[src/rtl/evt_crc_buffer_pkg.sv]
// Shared constants, CRC state type and the serial CRC-6 step for the event CRC buffer.
package evt_crc_buffer_pkg;

    localparam int unsigned CRC_W      = 6;
    localparam int unsigned ADDR_W_DEF = 8;
    localparam int unsigned DATA_W_DEF = 12;

    // Low terms of x^6 + x + 1
    localparam logic [CRC_W-1:0] CRC_POLY = 6'b000011;

    typedef enum logic {
        CRC_IDLE   = 1'b0,
        CRC_ACTIVE = 1'b1
    } crc_state_e;

    // Shift one serial bit into the CRC register
    function automatic logic [CRC_W-1:0] crc6_step(input logic [CRC_W-1:0] crc,
                                                   input logic             din);
        logic fb;
        fb = crc[CRC_W-1] ^ din;
        return {crc[CRC_W-2:0], 1'b0} ^ (fb ? CRC_POLY : CRC_W'(0));
    endfunction

endpackage

[src/rtl/evt_dpram.sv]
// Event memory: port A write-first write/read-back, port B registered read (read-first on collision).
module evt_dpram
    import evt_crc_buffer_pkg::*;
#(
    parameter int unsigned ADDR_W = ADDR_W_DEF,
    parameter int unsigned DATA_W = DATA_W_DEF
) (
    input  logic              Clock,
    input  logic              Reset,
    input  logic              WrEn,
    input  logic [ADDR_W-1:0] WrAddr,
    input  logic [DATA_W-1:0] WrData,
    output logic [DATA_W-1:0] WrDataOut,
    input  logic              RdEn,
    input  logic [ADDR_W-1:0] RdAddr,
    output logic [DATA_W-1:0] RdData
);

    localparam int unsigned DEPTH = 2 ** ADDR_W;

    logic [DATA_W-1:0] mem [DEPTH];

    // Contents carry no reset so they survive a reset pulse and map to block RAM
    always_ff @(posedge Clock) begin
        if (WrEn) begin
            mem[WrAddr] <= WrData;
        end
    end

    always_ff @(posedge Clock or negedge Reset) begin
        if (!Reset) begin
            WrDataOut <= '0;
            RdData    <= '0;
        end else begin
            if (WrEn) begin
                WrDataOut <= WrData;
            end
            if (RdEn) begin
                RdData <= mem[RdAddr];
            end
        end
    end

endmodule

[src/rtl/evt_crc_buffer.sv]
// Serial CRC-6 accumulator (Start..Stop) plus 2**ADDR_W x DATA_W dual-port event memory.
// Define EVT_CRC_DEBUG_EN to print Address and CRCnew in simulation on the cycle after Stop.
module evt_crc_buffer
    import evt_crc_buffer_pkg::*;
#(
    parameter int unsigned ADDR_W = ADDR_W_DEF,
    parameter int unsigned DATA_W = DATA_W_DEF
) (
    input  logic              Clock,
    input  logic              Reset,
    input  logic              DataDly,
    input  logic              Start,
    input  logic              Stop,
    input  logic [3:0]        Address,
    output logic [CRC_W-1:0]  CRCnew,
    input  logic              WrEn,
    input  logic              RdEn,
    input  logic [ADDR_W-1:0] WrAddr,
    input  logic [ADDR_W-1:0] RdAddr,
    input  logic [DATA_W-1:0] WrData,
    output logic [DATA_W-1:0] WrDataOut,
    output logic [DATA_W-1:0] RdData
);

    crc_state_e       state_q, state_d;
    logic [CRC_W-1:0] crc_q, crc_d;
    logic             stop_hit;

    always_ff @(posedge Clock or negedge Reset) begin
        if (!Reset) begin
            state_q <= CRC_IDLE;
            crc_q   <= '0;
        end else begin
            state_q <= state_d;
            crc_q   <= crc_d;
        end
    end

    // Start reinitialises and wins over Stop; Stop outside an event is ignored
    always_comb begin
        state_d  = state_q;
        crc_d    = crc_q;
        stop_hit = 1'b0;
        if (Start) begin
            crc_d    = crc6_step(CRC_W'(0), DataDly);
            state_d  = Stop ? CRC_IDLE : CRC_ACTIVE;
            stop_hit = Stop;
        end else if (state_q == CRC_ACTIVE) begin
            crc_d = crc6_step(crc_q, DataDly);
            if (Stop) begin
                state_d  = CRC_IDLE;
                stop_hit = 1'b1;
            end
        end
    end

    assign CRCnew = crc_q;

`ifdef EVT_CRC_DEBUG_EN
    logic dbg_q;

    always_ff @(posedge Clock or negedge Reset) begin
        if (!Reset) begin
            dbg_q <= 1'b0;
        end else begin
            dbg_q <= stop_hit;
        end
    end

    always @(negedge Clock) begin
        if (dbg_q) begin
            $display("%0t evt_crc_buffer addr=%0h crc=%b", $time, Address, CRCnew);
        end
    end
`else
    logic unused_dbg;
    assign unused_dbg = ^{Address, stop_hit};
`endif

    evt_dpram #(
        .ADDR_W (ADDR_W),
        .DATA_W (DATA_W)
    ) u_dpram (
        .Clock     (Clock),
        .Reset     (Reset),
        .WrEn      (WrEn),
        .WrAddr    (WrAddr),
        .WrData    (WrData),
        .WrDataOut (WrDataOut),
        .RdEn      (RdEn),
        .RdAddr    (RdAddr),
        .RdData    (RdData)
    );

endmodule

[config.mk]
export PLATFORM = sky130hd
export DESIGN_NAME = evt_crc_buffer
export DESIGN_NICKNAME = d
export VERILOG_FILES = /design/src/rtl/evt_crc_buffer_pkg.sv /design/src/rtl/evt_dpram.sv /design/src/rtl/evt_crc_buffer.sv
export SDC_FILE = /design/constraint.sdc
export NUM_CORES = 2
export LEC_CHECK = 0
export CORE_AREA = 2 2 467 654
export CTS_BUF_LIST = sky130_fd_sc_hd__clkbuf_2
export CTS_CLUSTER_DIAMETER = 60
export DETAILED_ROUTE_END_ITERATION = 10
export DIE_AREA = 0 0 469 656
export PLACE_DENSITY = 0.51
export SKIP_LAST_GASP = 1
export SLEW_MARGIN = 30
export SYNTH_ARGS = -nofsm -noshare
export SYNTH_HDL_FRONTEND = slang
export SYNTH_HIERARCHICAL = 1
export SYNTH_SLANG_ARGS = --single-unit
[constraint.sdc]
create_clock -name Clock -period 2.7 [get_ports Clock]
set_input_delay 0.54 -clock Clock [delete_from_list [all_inputs] [get_ports Clock]]
set_output_delay 0.54 -clock Clock [all_outputs]
set_load 0.1 [all_outputs]
==> parameters.txt <==
Parameter                              Value

STA
  Shortest period the worst path allows    3199 ps
  RSZ-0062 raised after global routing    true
  Clock Skews    195.3 ps
  Highest attainable clock frequency    0.3126 GHz
  Share of the clock period used by the worst path after layout    1.185
  Final slew viol count    0
  Worst hold-check slack    262.2 ps
  Final total negative setup slack    -10740 ps
  Worst slew margin relative to its limit    0.3226
  Final Hold Viols    0
  Final setup margin    -499.4 ps
  Final Setup Violations    33
  Least-Margin Pin Slew    1014 ps

Synth
  Post-synthesis average cell area    21.36 sq um
  FF+latch count, synth    3103
  Synth cell types    67
  Yosys synthesis warning count    6
  Main area contributors after synthesis    sky130_fd_sc_hd__edfxtp_1 77%, sky130_fd_sc_hd__mux4_2 12%, sky130_fd_sc_hd__mux2i_1 2.6%
  Synth top area share    0.7671
  Cell count after synthesis    5629
  Xor/xnor share of the synthesized area    0.00007283
  Post-Synth Simple-Gate Area    0.02405
  Post-synth top flop    sky130_fd_sc_hd__edfxtp_1
  Main combinational cell family by area after synthesis    multiplexers
  Cell taking the most area after synthesis    sky130_fd_sc_hd__edfxtp_1
  Most used standard cell by instance count after synthesis    sky130_fd_sc_hd__edfxtp_1
  Fraction of registers with async set/reset    0.009990
  Commonest cells post-synth    3072 x sky130_fd_sc_hd__edfxtp_1, 637 x sky130_fd_sc_hd__mux4_2, 333 x sky130_fd_sc_hd__nor2_1
  Post-Syn Nets    5668
  Share of cell area taken by muxes after synthesis    0.1541
  Synthesized cell area    120300 sq um
  Proportion of synthesized chip area in sequential cells    0.7736
  Post-Synth Adder-Cell Area    0
  Area fraction in compound gates after synthesis    0.02928
  Number of enable-type register cells in the synthesized netlist    3072

Drt
  Vias after detailed routing    67100
  Antenna violation net count after detailed routing    0
  Number of violations reported at the end of detailed-routing iteration 0    7501
  Average vias per placed instance    5.630
  DRC violation count after routing    0
  Drt total wl    393800 microns
  TritonRoute pass-1 iters    6
  Routed WL per cell    33.04 microns

Run
  Number of maximum-capacitance violations    0

Clock tree
  TritonCTS clock tree    yes
  Latest clock arrival within the worst-skew pair    1910 ps
  Clock Root Buffer    sky130_fd_sc_hd__clkbuf_2
  Maximum clock path buffer count    4
  Number of buffers created by CTS    717
  CTS H-tree lvls    6
  Post-CTS clock slew at the launch and capture registers of the worst setup and hold paths    120 ps
  Number of sinks driven by the clock tree    3103

Global routing
  Largest net degree at the start of global routing    98
  Global-route wire length before repair    542200 microns
  Total routing resource utilization after global routing    0.2535
  Vias in the first global route    68840
  Antenna violations before repair    19
  Global-route congestion overflow total    0

Outcome
  Violated checks    setup timing
  Result of the run    complete, but fails checks

Final layout
  Sequential cell area    93040 sq um
  P&R area growth vs syn    20.80%
  Filler cell count    25490
  Net total in the final layout    7423
  Utilization after layout    0.4810
  Share of post-route cells with drive strength above 1    0.3956
  Combined area of the multi-input logic cells    25140 sq um

Power
  Largest vdd supply drop    0.3352 mV
  Leak    0.04931 uW
  Power density over the cells    625.7 nW/um^2

Worst setup path
  Reg2reg path depth    8
  End of the worst register-to-register path    u_dpram/RdData[10]
  Reg-to-Reg Start    u_dpram/mem[236][10]
  Type of origin of the critical path    flip-flop
  Top fanout value on the critical path    2
  Crit path DAT    2660 ps
  Class of the most critical setup path    reg2out
  Crit path capture type    primary output
  Reg2Reg Setup Slack    30 ps
  Required time at the worst-slack endpoint    2160 ps

Floorplanning
  Total core area    302000 sq um
  DIE HEIGHT    656 microns
  Starting density of the core    0.3982
  Placement Rows    239
  Top Ports    69
  Horizontal die dimension    469 microns
  Die area    307700 sq um

Placed design
  PortBufs    64
  Post-detailed-placement half-perimeter wirelength    266800 microns
  RePlAce Congestion    0.9039

Min path
  Worst hold-check path type    in2async
-- layer usage --
layer / routed length [microns] / share of wire / global-route usage / vias up
met2: 202200 / 0.51 / 0.4357 / 2967
met5: 51 / 0.00013 / 0 / -
li1: - / - / - / 27650
met3: 26580 / 0.067 / 0.04121 / 652
met4: 15340 / 0.039 / 0.09653 / 8
met1: 149600 / 0.38 / 0.3210 / 35820
-- where the power goes --
group          switching (uW)  internal [uW]  leakage [uW]  total [uW]
clock network           18600          11700       0.00498       30300
registers                 145          53000        0.0280       53100
logic                    4530           2880        0.0164        7410
total                   23300          67600        0.0493       90900
-- state kept, by name (all words and copies together) (netlist names) --
| name | flops |
|---|---|
| u_dpram/mem | 3072 |
| state_q | 1 |
| CRCnew | 6 |
| u_dpram/WrDataOut | 12 |
| u_dpram/RdData | 12 |
-- metrics by stage --
step	setup slack (ps)	total power, uW	cells	cell area [sq um]
final	-499.4	90890	11920	145300
after global routing	-679.4	94160	11910	145200
after CTS	-752.7	91810	11910	145200
after detailed placement	-1544	61280	10550	137200
after global placement	-1944	61200	10550	137100
after floorplan	42.27	57160	5629	120300
-- layout make-up --
| type | instances | share of cell area |
|---|---|---|
| clock inverter | 197 | 0.007993 |
| sequential | 3103 | 0.6405 |
| antenna | 14 | 0.0002412 |
| timing repair buffer | 1371 | 0.1068 |
| multi-input combinational | 2179 | 0.1731 |
| clock buffer | 1067 | 0.03676 |
| tap | 3976 | 0.03425 |
| inverter | 12 | 0.0003704 |
-- worst max-delay path by stage --
stage	startpoint	to	cells after the start
5_1_grt	u_dpram/RdData[0]	RdData[0]	2
3_5_place_dp	RdAddr[6]	u_dpram/RdData[7]	12
3_3_place_gp	RdAddr[0]	u_dpram/RdData[8]	11
4_1_cts	u_dpram/RdData[0]	RdData[0]	2
6_report	u_dpram/RdData[0]	RdData[0]	2
2_1_floorplan	RdAddr[0]	u_dpram/RdData[8]	11
-- repair_timing --
action	in CTS	in global routing
endpoints found under the setup margin	36	41
pin swaps	1	2
endpoints found under the hold margin	5662	0
hold buffers	76	0
gates resized for setup	107	10
cloned	0	0
setup buffers	13	1
-- logic make-up (layout without fill, tap and decap cells) --
kind of cell / count (synthesis) / after routing
multiplexers: 1008 / 1008
flip-flops: 3103 / 3103
other: 0 / 14
buffers and inverters: 347 / 2647
AND/OR/NAND/NOR: 663 / 663
XOR/XNOR: 1 / 1
AO/OA/AOI/OAI: 507 / 507
-- cell usage in the layout (no fill, tap or decap), types with 9 or more instances in the layout --
cell type                         count
sky130_fd_sc_hd__a211oi_1            31
sky130_fd_sc_hd__a21oi_1             55
sky130_fd_sc_hd__a221oi_1            17
sky130_fd_sc_hd__a22oi_1             57
sky130_fd_sc_hd__a31oi_1             37
sky130_fd_sc_hd__buf_12             374
sky130_fd_sc_hd__buf_16              12
sky130_fd_sc_hd__buf_4              891
sky130_fd_sc_hd__buf_8               13
sky130_fd_sc_hd__bufinv_16           13
sky130_fd_sc_hd__clkbuf_2          1067
sky130_fd_sc_hd__clkdlybuf4s50_1     16
sky130_fd_sc_hd__clkinv_1           140
sky130_fd_sc_hd__clkinv_2            21
sky130_fd_sc_hd__dfrtp_1             19
sky130_fd_sc_hd__dfrtp_2             12
sky130_fd_sc_hd__diode_2             14
sky130_fd_sc_hd__dlygate4sd3_1       62
sky130_fd_sc_hd__edfxtp_1          3072
sky130_fd_sc_hd__inv_1                9
sky130_fd_sc_hd__inv_2               12
sky130_fd_sc_hd__mux2_2              27
sky130_fd_sc_hd__mux2i_1            316
sky130_fd_sc_hd__mux4_1              27
sky130_fd_sc_hd__mux4_2             637
sky130_fd_sc_hd__nand2_1            133
sky130_fd_sc_hd__nand3_1             52
sky130_fd_sc_hd__nand4_1             27
sky130_fd_sc_hd__nor2_1             329
sky130_fd_sc_hd__nor2b_1             12
sky130_fd_sc_hd__nor3_1              31
sky130_fd_sc_hd__nor4_1              17
sky130_fd_sc_hd__o21ai_0             58
sky130_fd_sc_hd__o221ai_1            58
sky130_fd_sc_hd__o22ai_1            101
-- worst max-delay path, cell delays in order, from the launching register on --
cell	delay, ps
sky130_fd_sc_hd__dfrtp_2	430
sky130_fd_sc_hd__buf_12	150
sky130_fd_sc_hd__buf_12	160
(Power assumes the default switching activity.)
